`src/rtl/vga_pkg.sv`:
```
// rtl/vga_pkg.sv - shared types and constants for the board fetch arbiter
package vga_pkg;

  localparam int         IDX_W       = 5;
  localparam logic [9:0] BOARD_BASE  = 10'h100;
  localparam int         BOARD_WORDS = 30;

  typedef enum logic [1:0] {
    IDLE,
    FETCH,
    DRAIN
  } state_t;

  typedef enum logic {
    SRC_VGA,
    SRC_EXT
  } src_t;

  typedef struct packed {
    logic             valid;
    src_t             src;
    logic [IDX_W-1:0] idx;
  } rd_tag_t;

endpackage

```
`src/rtl/board_fetch_arbiter_if.sv`:
```
// rtl/board_fetch_arbiter_if.sv - BRAM port B, external requester and position file signals
interface board_fetch_arbiter_if #(
  parameter int WIDTH      = 16,
  parameter int ADDR_WIDTH = 10
);
  import vga_pkg::*;

  logic                  frame_start;
  logic [ADDR_WIDTH-1:0] mem_addr;
  logic                  mem_we;
  logic [WIDTH-1:0]      mem_wdata;
  logic [WIDTH-1:0]      mem_rdata;
  logic                  ext_req;
  logic                  ext_we;
  logic [ADDR_WIDTH-1:0] ext_addr;
  logic [WIDTH-1:0]      ext_wdata;
  logic                  ext_gnt;
  logic                  ext_rvalid;
  logic [WIDTH-1:0]      ext_rdata;
  logic                  pos_wr_en;
  logic [IDX_W-1:0]      pos_wr_idx;
  logic [WIDTH-1:0]      pos_wr_data;
  logic                  fetch_busy;
  logic                  frame_done;
  logic                  overrun;

  modport master (
    input  frame_start, mem_rdata, ext_req, ext_we, ext_addr, ext_wdata,
    output mem_addr, mem_we, mem_wdata, ext_gnt, ext_rvalid, ext_rdata,
           pos_wr_en, pos_wr_idx, pos_wr_data, fetch_busy, frame_done, overrun
  );

  modport slave (
    output frame_start, mem_rdata, ext_req, ext_we, ext_addr, ext_wdata,
    input  mem_addr, mem_we, mem_wdata, ext_gnt, ext_rvalid, ext_rdata,
           pos_wr_en, pos_wr_idx, pos_wr_data, fetch_busy, frame_done, overrun
  );

endinterface

```
`src/rtl/rd_tag_pipe.sv`:
```
// rtl/rd_tag_pipe.sv - read tag delay line matching the BRAM read latency
module rd_tag_pipe
  import vga_pkg::*;
#(
  parameter int DEPTH = 1
) (
  input  logic    clk,
  input  logic    clr,
  input  rd_tag_t tag_in,
  output rd_tag_t tag_out
);

  rd_tag_t stage_q [DEPTH];
  rd_tag_t stage_d [DEPTH];

  always_comb begin
    stage_d[0] = tag_in;
    for (int i = 1; i < DEPTH; i++) begin
      stage_d[i] = stage_q[i-1];
    end
  end

  always_ff @(posedge clk) begin
    if (clr) begin
      for (int i = 0; i < DEPTH; i++) begin
        stage_q[i] <= '0;
      end
    end else begin
      stage_q <= stage_d;
    end
  end

  assign tag_out = stage_q[DEPTH-1];

endmodule

```
`src/rtl/board_fetch_arbiter.sv`:
```
// rtl/board_fetch_arbiter.sv - per-frame board word fetch sharing BRAM port B with an external master
module board_fetch_arbiter
  import vga_pkg::*;
#(
  parameter int                    WIDTH      = 16,
  parameter int                    ADDR_WIDTH = 10,
  parameter logic [ADDR_WIDTH-1:0] BASE_ADDR  = ADDR_WIDTH'(BOARD_BASE),
  parameter int                    NUM_WORDS  = BOARD_WORDS,
  parameter int                    RD_LATENCY = 1,
  parameter int                    MAX_STALL  = 8
) (
  input logic                   clk50MHz,
  input logic                   clr,
  board_fetch_arbiter_if.master bus
);

  if (NUM_WORDS < 1 || NUM_WORDS > 32) begin : g_bad_num_words
    $error("NUM_WORDS must lie in 1..32");
  end
  if (RD_LATENCY < 1 || RD_LATENCY > 2) begin : g_bad_rd_latency
    $error("RD_LATENCY must lie in 1..2");
  end

  localparam int                 STALL_W     = $clog2(MAX_STALL + 1);
  localparam logic [IDX_W-1:0]   LAST_IDX    = IDX_W'(NUM_WORDS - 1);
  localparam logic [STALL_W-1:0] STALL_LIMIT = STALL_W'(MAX_STALL);

  state_t                state_q, state_d;
  logic [IDX_W-1:0]      idx_q, idx_d;
  logic [STALL_W-1:0]    stall_q, stall_d;
  logic [ADDR_WIDTH-1:0] addr_q, addr_d;
  logic                  overrun_q, overrun_d;
  logic                  busy, ext_gnt, issue_vga;
  logic                  vga_ret, ext_ret, frame_done_w;
  rd_tag_t               push_tag, exit_tag;

  assign vga_ret      = exit_tag.valid && (exit_tag.src == SRC_VGA);
  assign ext_ret      = exit_tag.valid && (exit_tag.src == SRC_EXT);
  assign frame_done_w = vga_ret && (exit_tag.idx == LAST_IDX);

  always_comb begin
    state_d   = state_q;
    idx_d     = idx_q;
    stall_d   = '0;
    addr_d    = addr_q;
    push_tag  = '0;
    busy      = (state_q != IDLE);
    overrun_d = overrun_q | (busy & bus.frame_start);
    // VGA owns the port during FETCH except for the forced slot after MAX_STALL denials
    ext_gnt   = bus.ext_req && ((state_q != FETCH) || (stall_q == STALL_LIMIT));
    issue_vga = (state_q == FETCH) && !ext_gnt;

    if (ext_gnt) begin
      addr_d         = bus.ext_addr;
      push_tag.valid = !bus.ext_we;
      push_tag.src   = SRC_EXT;
    end else if (issue_vga) begin
      addr_d         = BASE_ADDR + ADDR_WIDTH'(idx_q);
      push_tag.valid = 1'b1;
      push_tag.src   = SRC_VGA;
      push_tag.idx   = idx_q;
    end

    case (state_q)
      IDLE: begin
        if (bus.frame_start) begin
          state_d = FETCH;
        end
      end
      FETCH: begin
        if (bus.ext_req && !ext_gnt) begin
          stall_d = stall_q + STALL_W'(1);
        end
        if (issue_vga) begin
          if (idx_q == LAST_IDX) begin
            idx_d   = '0;
            state_d = DRAIN;
          end else begin
            idx_d = idx_q + IDX_W'(1);
          end
        end
      end
      DRAIN: begin
        if (frame_done_w) begin
          state_d = IDLE;
        end
      end
      default: state_d = IDLE;
    endcase
  end

  always_ff @(posedge clk50MHz) begin
    if (clr) begin
      state_q   <= IDLE;
      idx_q     <= '0;
      stall_q   <= '0;
      addr_q    <= '0;
      overrun_q <= 1'b0;
    end else begin
      state_q   <= state_d;
      idx_q     <= idx_d;
      stall_q   <= stall_d;
      addr_q    <= addr_d;
      overrun_q <= overrun_d;
    end
  end

  rd_tag_pipe #(
    .DEPTH(RD_LATENCY)
  ) u_tag_pipe (
    .clk     (clk50MHz),
    .clr     (clr),
    .tag_in  (push_tag),
    .tag_out (exit_tag)
  );

  assign bus.mem_addr    = addr_d;
  assign bus.mem_we      = ext_gnt && bus.ext_we;
  assign bus.mem_wdata   = ext_gnt ? bus.ext_wdata : {WIDTH{1'b0}};
  assign bus.ext_gnt     = ext_gnt;
  assign bus.ext_rvalid  = ext_ret;
  assign bus.ext_rdata   = ext_ret ? bus.mem_rdata : {WIDTH{1'b0}};
  assign bus.pos_wr_en   = vga_ret;
  assign bus.pos_wr_idx  = vga_ret ? exit_tag.idx : '0;
  assign bus.pos_wr_data = vga_ret ? bus.mem_rdata : {WIDTH{1'b0}};
  assign bus.fetch_busy  = busy;
  assign bus.frame_done  = frame_done_w;
  assign bus.overrun     = overrun_q;

endmodule

```
`src/flat_wrapper.sv`:
```
// flat-port wrapper written by rule: the top's interface ports become plain ports
module board_fetch_arbiter_flat import vga_pkg::*;
#(
  parameter int                    WIDTH      = 16,
  parameter int                    ADDR_WIDTH = 10,
  parameter logic [ADDR_WIDTH-1:0] BASE_ADDR  = ADDR_WIDTH'(BOARD_BASE),
  parameter int                    NUM_WORDS  = BOARD_WORDS,
  parameter int                    RD_LATENCY = 1,
  parameter int                    MAX_STALL  = 8
)
  (clk50MHz, clr, bus_frame_start, bus_mem_rdata, bus_ext_req, bus_ext_we, bus_ext_addr, bus_ext_wdata, bus_mem_addr, bus_mem_we, bus_mem_wdata, bus_ext_gnt, bus_ext_rvalid, bus_ext_rdata, bus_pos_wr_en, bus_pos_wr_idx, bus_pos_wr_data, bus_fetch_busy, bus_frame_done, bus_overrun);
  board_fetch_arbiter_if #(.WIDTH(WIDTH), .ADDR_WIDTH(ADDR_WIDTH)) bus_i ();
  input logic clk50MHz;
  input logic clr;
  input wire logic [$bits(bus_i.frame_start)-1:0] bus_frame_start;
  input wire logic [$bits(bus_i.mem_rdata)-1:0] bus_mem_rdata;
  input wire logic [$bits(bus_i.ext_req)-1:0] bus_ext_req;
  input wire logic [$bits(bus_i.ext_we)-1:0] bus_ext_we;
  input wire logic [$bits(bus_i.ext_addr)-1:0] bus_ext_addr;
  input wire logic [$bits(bus_i.ext_wdata)-1:0] bus_ext_wdata;
  output wire logic [$bits(bus_i.mem_addr)-1:0] bus_mem_addr;
  output wire logic [$bits(bus_i.mem_we)-1:0] bus_mem_we;
  output wire logic [$bits(bus_i.mem_wdata)-1:0] bus_mem_wdata;
  output wire logic [$bits(bus_i.ext_gnt)-1:0] bus_ext_gnt;
  output wire logic [$bits(bus_i.ext_rvalid)-1:0] bus_ext_rvalid;
  output wire logic [$bits(bus_i.ext_rdata)-1:0] bus_ext_rdata;
  output wire logic [$bits(bus_i.pos_wr_en)-1:0] bus_pos_wr_en;
  output wire logic [$bits(bus_i.pos_wr_idx)-1:0] bus_pos_wr_idx;
  output wire logic [$bits(bus_i.pos_wr_data)-1:0] bus_pos_wr_data;
  output wire logic [$bits(bus_i.fetch_busy)-1:0] bus_fetch_busy;
  output wire logic [$bits(bus_i.frame_done)-1:0] bus_frame_done;
  output wire logic [$bits(bus_i.overrun)-1:0] bus_overrun;
  assign bus_i.frame_start = bus_frame_start;
  assign bus_i.mem_rdata = bus_mem_rdata;
  assign bus_i.ext_req = bus_ext_req;
  assign bus_i.ext_we = bus_ext_we;
  assign bus_i.ext_addr = bus_ext_addr;
  assign bus_i.ext_wdata = bus_ext_wdata;
  assign bus_mem_addr = bus_i.mem_addr;
  assign bus_mem_we = bus_i.mem_we;
  assign bus_mem_wdata = bus_i.mem_wdata;
  assign bus_ext_gnt = bus_i.ext_gnt;
  assign bus_ext_rvalid = bus_i.ext_rvalid;
  assign bus_ext_rdata = bus_i.ext_rdata;
  assign bus_pos_wr_en = bus_i.pos_wr_en;
  assign bus_pos_wr_idx = bus_i.pos_wr_idx;
  assign bus_pos_wr_data = bus_i.pos_wr_data;
  assign bus_fetch_busy = bus_i.fetch_busy;
  assign bus_frame_done = bus_i.frame_done;
  assign bus_overrun = bus_i.overrun;
  board_fetch_arbiter #(.WIDTH(WIDTH), .ADDR_WIDTH(ADDR_WIDTH), .BASE_ADDR(BASE_ADDR), .NUM_WORDS(NUM_WORDS), .RD_LATENCY(RD_LATENCY), .MAX_STALL(MAX_STALL)) u_core (.clk50MHz(clk50MHz), .clr(clr), .bus(bus_i));
endmodule
```
`config.mk`:
```
export PLATFORM = sky130hd
export DESIGN_NAME = board_fetch_arbiter_flat
export DESIGN_NICKNAME = d
export VERILOG_FILES = /design/src/rtl/vga_pkg.sv /design/src/rtl/board_fetch_arbiter_if.sv /design/src/rtl/rd_tag_pipe.sv /design/src/rtl/board_fetch_arbiter.sv /design/src/flat_wrapper.sv
export SDC_FILE = /design/constraint.sdc
export NUM_CORES = 1
export LEC_CHECK = 0
export CORE_UTILIZATION = 36
export DETAILED_ROUTE_END_ITERATION = 7
export PLACE_DENSITY_LB_ADDON = 0.2
export SLEW_MARGIN = 20
export SYNTH_ARGS = -nofsm -noshare
export SYNTH_HDL_FRONTEND = slang
export SYNTH_SLANG_ARGS = --single-unit
```
`constraint.sdc`:
```
create_clock -name clk50MHz -period 2.3 [get_ports clk50MHz]
set_clock_uncertainty 0.05 [all_clocks]
set_input_delay 0.46 -clock clk50MHz [delete_from_list [all_inputs] [get_ports clk50MHz]]
set_output_delay 0.46 -clock clk50MHz [all_outputs]
set_load 0.005 [all_outputs]
```
==> metrics.md <==
| Metric | Value |
|---|---|
| # hold bufs at CTS | `0` |
| Hold Crit Class | `register to register` |
| DIE WIDTH | `71.4 microns` |
| Max IR drop VDD | `~0.00026 V` |
| # rows | `24` |
| Sequential share of the synthesized area | `33.5%` |
| Unrepaired setup endpoints after global routing | `yes` |
| Synth Warn # | `0` |
| Number of port buffers | `about 120` |
| Worst setup EP type | `output pin` |
| Worst reg2reg path depth | `8` |
| # setup viols final | `5` |
| Hold Path Sink | `u_core.bus.overrun` |
| Initial core utilization | `roughly 38%` |
| Post-route DRC | `12` |
| Core area | `4500 sq um` |
| Antenna cells | `0` |
| Die Y | `71.4 microns` |
| Critical path arrival | `1.80 ns` |
| Setup TNS | `-0.0375 ns` |
| Dpl cells | `397` |
| Final hold vios | `0` |
| Post-synth EDFFs | `0` |
| CP peak stage delay | `0.33 ns` |
| Cts bufs inserted | `5` |
| Final core area utilization | `around three quarters` |
| HPWL after detailed placement | `3970 microns` |
| Total Routing Usage GR | `22.2%` |
| Crit-path slowest cell | `dfxtp_2` |
| PwrDens | `392 nW/um^2` |
| Critical path fanouts, max | `4` |
| Status | `finished with violations` |
| Main synth FF type | `dfxtp_1` |
| Measured slew at the worst slew-check pin | `0.356 ns` |
| First-pass GRT wire length | `8900 microns` |
| Launching element type of the critical path | `register` |
| Worst rel slew slack | `approximately three quarters` |
| Vias | `between 2k and 2.5k` |
| Final wirelength | `5650 microns` |
| Final Max Slew Viols | `0` |
| Power, Total | `~1.3 mW` |
| Hold path startpoint | `u_core.bus.overrun` |
| Synth area leaders | `dfxtp_1 (33%), and2_1 (15%), and3_1 (6.9%)` |
| CTS Buffer Depth | `2` |
| Die area | `5100 sq um` |
| Total grt overflow | `0` |
| Share of the synthesized area in the top cell type | `33.5%` |
| Fin cells | `420` |
| Reg2Reg Setup Slack | `~0.54 ns` |
| Final worst setup slack | `-0.0121 ns` |
| Reg clk slew, reported paths | `0.06 ns` |
| Most frequent CP cell | `buf_6` |
| Vias per cell | `5.13` |
| Synth Instances | `216` |
| Final #Nets | `around 420` |
| CTS tree | `done` |
| Largest net degree at the start of global routing | `22` |
| Syn Nets | `267` |
| Initial drt markers | `between 100 and 150` |
| Mapped Area | `1730 sq um` |
| Crit path buf inv count | `4` |
| Post-DR wirelength/cell | `between 10 and 15 microns` |
| Synthesized flop and latch total | `29` |
| Initial antenna violation count | `0` |
| Gpl congestion | `0.807` |
| LEAKAGE | `1.52 nW` |
| Commonest cells post-synth | `and2_1 (41), dfxtp_1 (29), and3_1 (19)` |
| Max cap viols | `0` |
| Max frequency | `between 400 and 500 MHz` |
| Post-Syn Area per Cell | `8.03 sq um` |
| Area leader, netlist | `dfxtp_1` |
| Final period utilization | `101%` |
| Crit path time final | `2.31 ns` |
| Antenna viol nets, final | `0` |
| CTS root buf | `clkbuf_8` |
| Asr flop ratio synth | `0%` |
| Netlist cell types | `42` |
| H-tree depth | `2` |
| Clock sink total | `29` |
| Most instantiated library cell after synthesis | `and2_1` |
| Worst R2R End | `u_core.addr_q[8]` |
| WHS Path Cells | `2` |
| Cell Area, Placed | `approximately 3100 sq um` |
| Place WS | `-0.403 ns` |
| Crit Path Category | `register to output pin` |
| Worst-path cell chain | `inv_2 -> ha_4 -> and4b_2 -> a21oi_4 -> clkinvlp_4 -> buf_6 -> and2_4 -> buf_6` |
| Violated checks | `design-rule violations, negative setup slack` |
| Final hold slack | `0.420 ns` |
| Critical register-to-register path startpoint | `u_core.stall_q[0]` |
| CP delay by family, top | `buffers and inverters` |
| Layout cells sized above 1 | `about a quarter` |
| DR pass1 iterations | `6` |
| Vias in the first global route | `2035` |
| Req. time, crit path | `1.79 ns` |
| Synth-to-layout area growth | `90.7%` |
| Finished Cell Area | `around 3300 sq um` |
| Worst-Skew Late Latency | `0.29 ns` |
| Ports | `117` |
report_power, final:
| part | switching (mW) | total [mW] | internal (mW) |
|---|---|---|---|
| clock | 0.199 | 0.408 | 0.209 |
| combinational | 0.133 | 0.355 | 0.222 |
| sequential | 0.0123 | 0.533 | 0.521 |
| total | 0.345 | 1.30 | 0.952 |
cells in the final DEF, fill, tap and decap left out, drive strengths merged, types with 3 or more instances in the layout:
master / Yosys / layout
and3b: 6 / 7
buf: 6 / 58
nor2b: 4 / 4
clkdlybuf4s50: 0 / 87
and2: 41 / 41
nand4b: 3 / 3
dfxtp: 29 / 29
dlygate4sd2: 0 / 6
clkbuf: 8 / 10
o211ai: 11 / 11
nor2: 9 / 9
and3: 19 / 19
a32oi: 5 / 5
ha: 4 / 4
inv: 8 / 9
nand3: 6 / 6
nor3: 5 / 5
a21oi: 17 / 17
o21ai: 3 / 3
nand2: 11 / 11
flip-flops by register name, summed over array words and instances (netlist names):
register                   count
u_core.addr_q                 10
u_core.state_q                 2
u_core.stall_q                 4
u_core.bus.overrun             1
u_core.u_tag_pipe.tag_out      7
u_core.idx_q                   5
metal layers:
metal / routed length (microns) / global-route usage, %
met4: 66 / 7.11
met2: 2800 / 42.0
met5: 0 / 0
met3: 519 / 7.03
met1: 2270 / 23.3
worst max path at each step:
stage | start | end | slack (ns) | cells after the start
after floorplan | u_core.stall_q[0] | bus_mem_addr[8] | 0.33 | 8
after global placement | bus_ext_req | bus_mem_wdata[1] | -0.33 | 6
after detailed placement | bus_ext_req | bus_mem_wdata[3] | -0.40 | 6
after CTS | u_core.stall_q[1] | bus_mem_wdata[14] | -0.006 | 8
after global routing | u_core.stall_q[0] | bus_mem_wdata[14] | -0.08 | 8
final | u_core.stall_q[0] | bus_mem_wdata[14] | -0.01 | 8
worst min-delay path, delay by kind of cell (launching register included):
kind | cells | cell delay [ns]
DFF | 1 | 0.33
and+or+nand+nor | 1 | 0.07
AOI/OAI and AO/OA | 1 | 0.04
logic make-up (layout without fill, tap and decap cells):
kind of cell	count (synthesis)	in the layout	synth area share (%)
fa+ha+maj	4	4	2.89
xor+xnor	2	2	1.01
compound gates	42	42	16.0
flops	29	29	33.5
buf+inv	24	175	6.42
simple gates	115	116	40.2
final cells by class:
type	instances	area, sq um
Clock buffer	6	72.6
Clock inverter	2	10.0
Fill cell	371	1200
Inverter	9	36.3
Multi-Input combinational cell	164	1110
Sequential cell	29	586
Tap cell	52	65.1
Timing Repair Buffer	157	1420
Timing Repair inverter	1	7.51
repair_timing:
item                       in CTS  in global routing
gates resized for setup       101                 22
pin swaps                      10                  8
setup endpoints to repair      28                 14
setup buffers                  13                  1
cloned                          2                  0
Note: power is estimated with default switching activity, not from simulation.
